==> src/rtl/fifo_push_arb.sv <==
// rtl/fifo_push_arb.sv - round-robin arbiter sharing the fifo push port among NUM_REQ requesters
//
// Purpose:
//   Picks one requester per cycle (round robin starting at rr_ptr) and forwards
//   its word to the fifo push port. Never pushes while fifo_full is high. Keeps
//   a saturating stall counter, a wrapping accept counter and a sticky copy of
//   the fifo error flag.
//
// Ports:
//   clk, reset_n      clock (rising edge), asynchronous active-low reset
//   req, req_data     per-requester word valid and packed words (slot i at [i*DATA_W +: DATA_W])
//   req_lock          per-requester burst lock request (burst build only)
//   gnt               one-hot grant; a word is taken when req[i] && gnt[i]
//   fifo_push         push strobe to the fifo
//   fifo_data_in      granted word, zero when nothing is granted
//   fifo_full         fifo full flag
//   fifo_error        fifo error flag
//   clr               synchronous clear of stall_cnt, accept_cnt, err_sticky
//   stall_cnt         saturating count of cycles with any req while full
//   accept_cnt        wrapping count of accepted words
//   err_sticky        set by fifo_error, cleared by clr
//
// Build option:
//   FIFO_ARB_BURST_EN  when defined, a winner holding req_lock keeps the grant
//                      for up to BURST_MAX consecutive words (HOLD state).

module fifo_push_arb #(
  parameter int NUM_REQ   = 4,
  parameter int DATA_W    = 8,
  parameter int CNT_W     = 16,
  parameter int BURST_MAX = 4
) (
  input  logic                      clk,
  input  logic                      reset_n,
  input  logic [NUM_REQ-1:0]        req,
  input  logic [NUM_REQ*DATA_W-1:0] req_data,
  input  logic [NUM_REQ-1:0]        req_lock,
  output logic [NUM_REQ-1:0]        gnt,
  output logic                      fifo_push,
  output logic [DATA_W-1:0]         fifo_data_in,
  input  logic                      fifo_full,
  input  logic                      fifo_error,
  input  logic                      clr,
  output logic [CNT_W-1:0]          stall_cnt,
  output logic [CNT_W-1:0]          accept_cnt,
  output logic                      err_sticky
);

  localparam int PTR_W = (NUM_REQ > 1) ? $clog2(NUM_REQ) : 1;

  logic [PTR_W-1:0]   rr_ptr_q, rr_ptr_d;
  logic [CNT_W-1:0]   stall_cnt_q, stall_cnt_d;
  logic [CNT_W-1:0]   accept_cnt_q, accept_cnt_d;
  logic               err_sticky_q, err_sticky_d;

  logic [PTR_W-1:0]   winner;
  logic               winner_vld;
  logic [PTR_W-1:0]   sel;
  logic               sel_vld;
  logic [NUM_REQ-1:0] gnt_int;
  logic               accept;

`ifdef FIFO_ARB_BURST_EN
  localparam int BCNT_W = $clog2(BURST_MAX + 1);

  typedef enum logic {
    ARB  = 1'b0,
    HOLD = 1'b1
  } state_e;

  state_e             state_q, state_d;
  logic [PTR_W-1:0]   owner_q, owner_d;
  logic [BCNT_W-1:0]  burst_cnt_q, burst_cnt_d;
`else
  logic               unused_cfg;
  assign unused_cfg = (^req_lock) ^ (BURST_MAX < 1);
`endif

  // Increment modulo NUM_REQ (NUM_REQ need not be a power of two).
  function automatic logic [PTR_W-1:0] ptr_inc(input logic [PTR_W-1:0] p);
    if (int'(p) == NUM_REQ - 1) return '0;
    return p + 1'b1;
  endfunction

  // Round-robin search: first requester at or after rr_ptr, wrapping.
  always_comb begin
    logic [PTR_W-1:0] idx;
    winner     = '0;
    winner_vld = 1'b0;
    idx        = '0;
    for (int k = 0; k < NUM_REQ; k++) begin
      if (int'(rr_ptr_q) + k >= NUM_REQ) idx = PTR_W'(int'(rr_ptr_q) + k - NUM_REQ);
      else                               idx = PTR_W'(int'(rr_ptr_q) + k);
      if (!winner_vld && req[idx]) begin
        winner     = idx;
        winner_vld = 1'b1;
      end
    end
  end

  // Grant selection. reset_n gates the grant directly so that asserting reset
  // mid-transfer kills the push in the same cycle, not at the next edge.
  always_comb begin
    sel     = winner;
    sel_vld = winner_vld;
`ifdef FIFO_ARB_BURST_EN
    if (state_q == HOLD) begin
      sel     = owner_q;
      sel_vld = req[owner_q];
    end
`endif
    gnt_int = '0;
    if (reset_n && !fifo_full && sel_vld) gnt_int[sel] = 1'b1;
  end

  assign accept = |gnt_int;

  always_comb begin
    fifo_data_in = '0;
    for (int i = 0; i < NUM_REQ; i++) begin
      if (gnt_int[i]) fifo_data_in = req_data[i*DATA_W +: DATA_W];
    end
  end

  // Status counters; clr wins over a same-cycle increment or error set.
  always_comb begin
    stall_cnt_d  = stall_cnt_q;
    accept_cnt_d = accept_cnt_q;
    err_sticky_d = err_sticky_q;
    if (clr) begin
      stall_cnt_d  = '0;
      accept_cnt_d = '0;
      err_sticky_d = 1'b0;
    end else begin
      if ((|req) && fifo_full && (stall_cnt_q != '1)) stall_cnt_d = stall_cnt_q + 1'b1;
      if (accept)     accept_cnt_d = accept_cnt_q + 1'b1;
      if (fifo_error) err_sticky_d = 1'b1;
    end
  end

  // Pointer and burst state next-state logic.
  always_comb begin
    rr_ptr_d = rr_ptr_q;
`ifdef FIFO_ARB_BURST_EN
    state_d     = state_q;
    owner_d     = owner_q;
    burst_cnt_d = burst_cnt_q;
    if (state_q == HOLD) begin
      if (!req[owner_q]) begin
        // Owner went idle: release the lock without taking a word.
        state_d     = ARB;
        rr_ptr_d    = ptr_inc(owner_q);
        burst_cnt_d = '0;
      end else if (accept) begin
        burst_cnt_d = burst_cnt_q + 1'b1;
        rr_ptr_d    = ptr_inc(owner_q);
        if ((burst_cnt_d == BCNT_W'(BURST_MAX)) || !req_lock[owner_q]) begin
          state_d     = ARB;
          burst_cnt_d = '0;
        end
      end
    end else if (accept) begin
      rr_ptr_d = ptr_inc(winner);
      // A one-word burst limit means the first accept already ends the burst.
      if (req_lock[winner] && (BURST_MAX > 1)) begin
        state_d     = HOLD;
        owner_d     = winner;
        burst_cnt_d = BCNT_W'(1);
      end
    end
`else
    if (accept) rr_ptr_d = ptr_inc(winner);
`endif
  end

  always_ff @(posedge clk or negedge reset_n) begin
    if (!reset_n) begin
      rr_ptr_q     <= '0;
      stall_cnt_q  <= '0;
      accept_cnt_q <= '0;
      err_sticky_q <= 1'b0;
`ifdef FIFO_ARB_BURST_EN
      state_q      <= ARB;
      owner_q      <= '0;
      burst_cnt_q  <= '0;
`endif
    end else begin
      rr_ptr_q     <= rr_ptr_d;
      stall_cnt_q  <= stall_cnt_d;
      accept_cnt_q <= accept_cnt_d;
      err_sticky_q <= err_sticky_d;
`ifdef FIFO_ARB_BURST_EN
      state_q      <= state_d;
      owner_q      <= owner_d;
      burst_cnt_q  <= burst_cnt_d;
`endif
    end
  end

  assign gnt        = gnt_int;
  assign fifo_push  = accept;
  assign stall_cnt  = stall_cnt_q;
  assign accept_cnt = accept_cnt_q;
  assign err_sticky = err_sticky_q;

endmodule

==> config.mk <==
export PLATFORM = sky130hd
export DESIGN_NAME = fifo_push_arb
export DESIGN_NICKNAME = d
export VERILOG_FILES = /design/src/rtl/fifo_push_arb.sv
export SDC_FILE = /design/constraint.sdc
export NUM_CORES = 1
export LEC_CHECK = 0
export ABC_AREA = 1
export BUFFER_PORTS_ARGS = -buffer_cell sky130_fd_sc_hd__buf_2
export CORE_UTILIZATION = 45
export CTS_CLUSTER_SIZE = 20
export DETAILED_ROUTE_END_ITERATION = 10
export MAX_ROUTING_LAYER = met4
export PLACE_DENSITY_LB_ADDON = 0.25
export SYNTH_ARGS = -nofsm -noshare
export SYNTH_HDL_FRONTEND = slang
export SYNTH_SLANG_ARGS = --single-unit
==> constraint.sdc <==
create_clock -name clk -period 2.22 [get_ports clk]
set_input_delay 0.111 -clock clk [delete_from_list [all_inputs] [get_ports clk]]
set_output_delay 0.111 -clock clk [all_outputs]
set_load 0.01 [all_outputs]
After elaboration in Yosys (flattened, before gate mapping)
Index checks and enable logic that the tools add are counted.
Storage, ports and cells
  input port bits: 45
  memories: 0
  output and inout bits: 46
  flip-flop bits (word level): 35
  latch bits: 0
  memory bits (read-only): 0
  RAM bits: 0
Cells by class
  add/sub/neg operators: 10
  shift operators: 0
  equal/unequal tests: 2
  div/mod/pow operators: 0
  $mul: 0
  reduce and logical (&&, ||, !) cells: 17
  bitwise operators: 0
  mux-type cells: 37
  magnitude comparators: 10
Operators by type and width (number)
  2-to-1 mux 16 bit: 4
  adder 16 x 1 -> 16 bit (second input constant): 2
  2-to-1 mux 8 bit: 4
  2-to-1 mux 2 bit: 10
  inequality test 16 bit (second input constant): 1
  less-than comparator 2 x 3 -> 1 bit (second input constant): 5
  2-to-1 mux 1 bit: 13
  greater-or-equal comparator 3 bit (second input constant): 3
  binary-select mux 1 bit (select 2 bit): 4
  logical AND 1 bit: 8
  OR reduction 4 bit: 2
  subtractor 2 x 1 -> 2 bit (second input constant): 4
  adder 2 x 2 -> 3 bit (second input constant): 2
  nonzero test 2 bit: 3
  logical NOT 1 bit: 4
  2-to-1 mux 4 bit: 1
  adder 2 x 1 -> 3 bit (second input constant): 1
  greater-or-equal comparator 2 x 3 -> 1 bit (second input constant): 1
  adder 2 x 1 -> 2 bit (second input constant): 1
  demux 1 bit (select 2 bit): 1
  == test 2 x 1 -> 1 bit (second input constant): 1
  greater-or-equal comparator 2 x 1 -> 1 bit (second input constant): 1

Depth between registers and ports, before layout
  depth in word-level cells: 23
  depth in mapped cells: 19
  gate-level depth less buffers: 17

Least setup slack after synthesis
OpenSTA, ideal clock, no wires.
  path type: register -> output
  from: reg rr_ptr_q[0]
  to: out fifo_data_in[7]
  required time: 2.109 ns
  path buffers: 2
  slack: -0.143 ns
  cell stages (with the launch flop): 18
  arrival: 2.252 ns
  cell sequence: dfrtp_1 buf_4 inv_2 nand2_1 nand2_1 nand2_1 nand2_1 nand3b_1 nor2_1 o21bai_1 ha_1 buf_2 inv_1 nor2_2 nand2_1 nand2_1 inv_1 a21oi_1
Between the ends
  elaborated cells on any way between the ends: 48
  classes of those cells: 7 x add/sub; 6 x order compare; 27 x mux; 8 x reduce/logical
RTL lines
  from (decl): RTL line 51  | logic [PTR_W-1:0] rr_ptr_q, rr_ptr_d;
  from (signal assigned): RTL line 188  | rr_ptr_q <= rr_ptr_d;
  parallel branches: the longest is 18 deep, another holds adder 2 x 1 -> 3 bit
  2-to-1 mux 4 bit *: RTL line 113  | if (reset_n && !fifo_full && sel_vld) gnt_int[sel] = 1'b1;
  net gnt[1]: RTL line 38  | output logic [NUM_REQ-1:0] gnt,
  2-to-1 mux 8 bit * (3 in a row): RTL line 121  | if (gnt_int[i]) fifo_data_in = req_data[i*DATA_W +: DATA_W];
  to (decl): RTL line 40  | output logic [DATA_W-1:0] fifo_data_in,
Mark *: on every way through the listed nets, which the timed path passes. The select of a mux whose other input is x is not followed.

Worst setup path in the final report
  from: reg rr_ptr_q[0]
  to: out fifo_data_in[7]
Between the ends
  cells in the longest elaborated chain, start to end: 23
  elaborated cells on any way between the ends: 48
  classes of those cells: 7 x add/sub; 6 x order compare; 27 x mux; 8 x reduce/logical
RTL lines (RTL line)
  parallel branches: the longest is 18 deep, another holds adder 2 x 1 -> 3 bit
  2-to-1 mux 4 bit *: 113
  2-to-1 mux 8 bit (3 in a row): 121
  2-to-1 mux 8 bit *: 121
Every way passes the cells marked *. The select of a mux whose other input is x is not followed.

==> run_results.csv <==
group,metric,value,unit
outcome,status,"complete, but fails checks",
outcome,failed_checks,"negative setup slack",
synthesis,synth_top_area_share,30.55,%
layout,design_area,4111,um^2
worst_setup_path,critPathMaxStageDelay,0.44,ns
synthesis,syn-instance-count,441,
worst_setup_path,cp_top_family,"simple AND/OR/NAND/NOR gates",
timing,setup_tns,-7.959,ns
timing,setup_slack,-0.4495,ns
timing,fmax,374.6,MHz
placement,placement.io_buffers,86,
worst_setup_path,crit_path_start,"rr_ptr_q[0]",
clock_network,cts_tree,"yes",
clock_network,root_buffer,"clkbuf_8",
detailed_routing,route.vias.total,3352,
synthesis,synth_nets,492,
flow_run,drv_cap,0,
detailed_routing,dr.pass1.iters,5,
timing,rsz0062_at_grt,"yes",
floorplan,die_area,6693,um^2
global_routing,grt_pass1_wl,12720,um
clock_network,clockBufferDepth,2,
detailed_routing,vias_per_cell,5.270,
layout,n_antenna_cell,0,
layout,layout_commonest_cell,"nand2_1",
clock_network,clock-sinks,35,
placement,pre_cts_slack,-0.2024,ns
worst_setup_path,cp_common_cell,"nor2_2",
worst_setup_path,path_buf_inv,3,
worst_hold_path,min_path_cells,3,
floorplan,num_io_pins,91,
timing,hold_viol,0,
placement,hpwl,5759,um
global_routing,track_usage,25.16,%
worst_setup_path,reg2reg_from,"rr_ptr_q[0]",
detailed_routing,wl_per_cell,12.83,um
worst_setup_path,crit_arrival,2.56,ns
timing,drv_slew,0,
detailed_routing,routed_wl,8160,um
placement,place_area,3578,um^2
worst_setup_path,worstSetupEndpointType,"output port",
synthesis,synth.area.top_cells,"dfrtp_1 31%, nand2_1 18%, inv_1 7.6%",
timing,worst_slew_pin_slew,0.5521,ns
detailed_routing,drc,0,
worst_hold_path,min_from,"fifo_error",
synthesis,ys_seq_area_share,30.55,%
synthesis,synth_area_per_cell,6.500,um^2
worst_setup_path,worstPathMaxFanout,8,
timing,final-setup-viol-count,31,
layout,syn2layout_area_growth,43.43,%
pwr,power_density,906.6,nW/um^2
worst_setup_path,crit_slowest_cell,"dfrtp_2",
timing,skew,0.01055,ns
clock_network,clk-insertion-delay-late,0.29,ns
floorplan,initial_core_util,47.57,%
synthesis,yosysTopAreaCell,"dfrtp_1",
floorplan,dieHeight,81.81,um
timing,fin_crit_sh,120.2,%
synthesis,synth_cell_type_count,32,
global_routing,grt_start_max_net_pins,36,
timing,period_needed,2.670,ns
synthesis,synthesis.area,2866,um^2
synthesis,synth_seq_cells,35,
worst_setup_path,crit_type,"register to output port",
worst_hold_path,min_path_type,"primary input to register",
pwr,leakage,2.131,nW
worst_setup_path,crit_chain,"buf_6, nand2_1, nand2_2, nand3_1, o21a_1, nor2_2, nor2_2, nor2_2, ha_2, nand3_4, buf_6, nor2_2, nand2_1, o21ai_1, a21oi_2, buf_2",
global_routing,grt_pass1_vias,2891,
worst_setup_path,worstSetupPathDepth,16,
worst_setup_path,crit_required,2.11,ns
worst_setup_path,start_kind,"register",
global_routing,gr-total-overflow,0,
clock_network,htreeDepth,2,
detailed_routing,antenna_left,0,
timing,whs,0.03430,ns
floorplan,core,6026,um^2
layout,final_core_util,68.23,%
placement,gp_congestion,0.8693,
pwr,peakVddDrop,668.9,uV
floorplan,die-width,81.81,um
layout,layout_common_cells,"113 x nand2_1, 81 x buf_2, 51 x inv_1",
clock_network,cts_buffers,5,
floorplan,rows,28,
global_routing,antenna_found_initial,0,
detailed_routing,drt-initial-drc-count,165,
clock_network,clkTransAtPathRegs,0.08,ns
layout,nNetsFinal,611,
synthesis,ys_warn_count,0,
layout,drive_above_1_share,41.53,%
worst_setup_path,rr_worst_depth,17,
timing,slew_headroom,62.91,%
[cells in the mapped netlist]
| library cell | instances |
|---|---|
| o21ai_0 | 9 |
| nand2_2 | 2 |
| o21bai_1 | 1 |
| nand2_1 | 138 |
| clkinv_1 | 1 |
| nor2_1 | 44 |
| nand4_4 | 1 |
| inv_2 | 5 |
| buf_2 | 4 |
| a31o_2 | 1 |
| buf_1 | 3 |
| nor2_2 | 4 |
| ha_1 | 6 |
| nor3_1 | 12 |
| inv_1 | 58 |
| nand4_1 | 32 |
| o21ai_1 | 3 |
| xor2_1 | 5 |
| dfrtp_1 | 35 |
| nor2_4 | 2 |
| buf_4 | 1 |
| o211ai_1 | 1 |
| nand3b_1 | 1 |
| o21ai_2 | 19 |
| buf_6 | 3 |
| nand3_2 | 2 |
| o21a_1 | 1 |
| a21oi_1 | 10 |
| nand3_1 | 34 |
| nor3_2 | 1 |
| o211ai_2 | 1 |
| or2_2 | 1 |
[flip-flops by register name, summed over array words and instances (netlist names)]
name	count
accept_cnt	16
err_sticky	1
rr_ptr_q	2
stall_cnt	16
[metal layers]
layer | up-vias | wire length (um) | GRT usage, %
met5 | - | 0 | -
met4 | 0 | 118 | 6.316
met3 | 11 | 514 | 3.444
met2 | 126 | 4006 | 41.57
met1 | 1538 | 3521 | 32.41
li1 | 1677 | - | -
[tightest hold or removal path, stage by stage]
cell    delay, ns
buf_2        0.08
nor2_1       0.03
nor2_1       0.07
[through the flow]
step / instances / total power, mW
global route: 636 / 3.974
floorplan: 441 / 1.826
global placement: 615 / 2.376
detailed placement: 615 / 2.408
CTS: 632 / 3.261
finish: 636 / 3.728
[final timing paths]
kind | endpoint | slack, ns
hold reg to reg | err_sticky | 0.50
setup reg to reg | accept_cnt[1] | -0.26
max in group asynchronous | rr_ptr_q[0] | 1.48
setup / recovery | fifo_data_in[7] | -0.45
min in group asynchronous | stall_cnt[0] | 0.41
hold / removal | err_sticky | 0.03
[where the power goes]
part           switching [mW]  internal (mW)  total [mW]
Sequential             0.0423          0.671       0.714
Clock                   0.243          0.220       0.463
Combinational            1.33           1.22        2.55
[timing repair]
item / in CTS / in global routing
endpoints found under the setup margin: 31 / 31
pin swaps: 13 / 26
setup buffers: 7 / 2
hold endpoints to repair: 35 / 0
cloned: 1 / 2
hold buffers: 1 / 0
gates resized for setup: 46 / 55
[kinds of logic (layout without fill, tap and decap cells)]
| kind of cell | after synthesis | count (layout) | synth area share [%] |
|---|---|---|---|
| and+or+nand+nor | 274 | 275 | 43.21 |
| buffers and inverters | 75 | 194 | 10.91 |
| AOI/OAI and AO/OA | 46 | 46 | 11.17 |
| DFF | 35 | 35 | 30.55 |
| adders and majority gates | 6 | 6 | 2.619 |
| xor gates and xnor gates | 5 | 5 | 1.528 |
[layout make-up]
type | count | area (um^2)
Sequential cell | 35 | 877.1
Clock inverter | 2 | 12.51
Timing Repair Buffer | 122 | 840.8
Tap cell | 75 | 93.84
Fill cell | 509 | 1914
Inverter | 64 | 257.7
Clock buffer | 6 | 72.57
Multi-Input combinational cell | 332 | 1957
(Power assumes the default switching activity.)
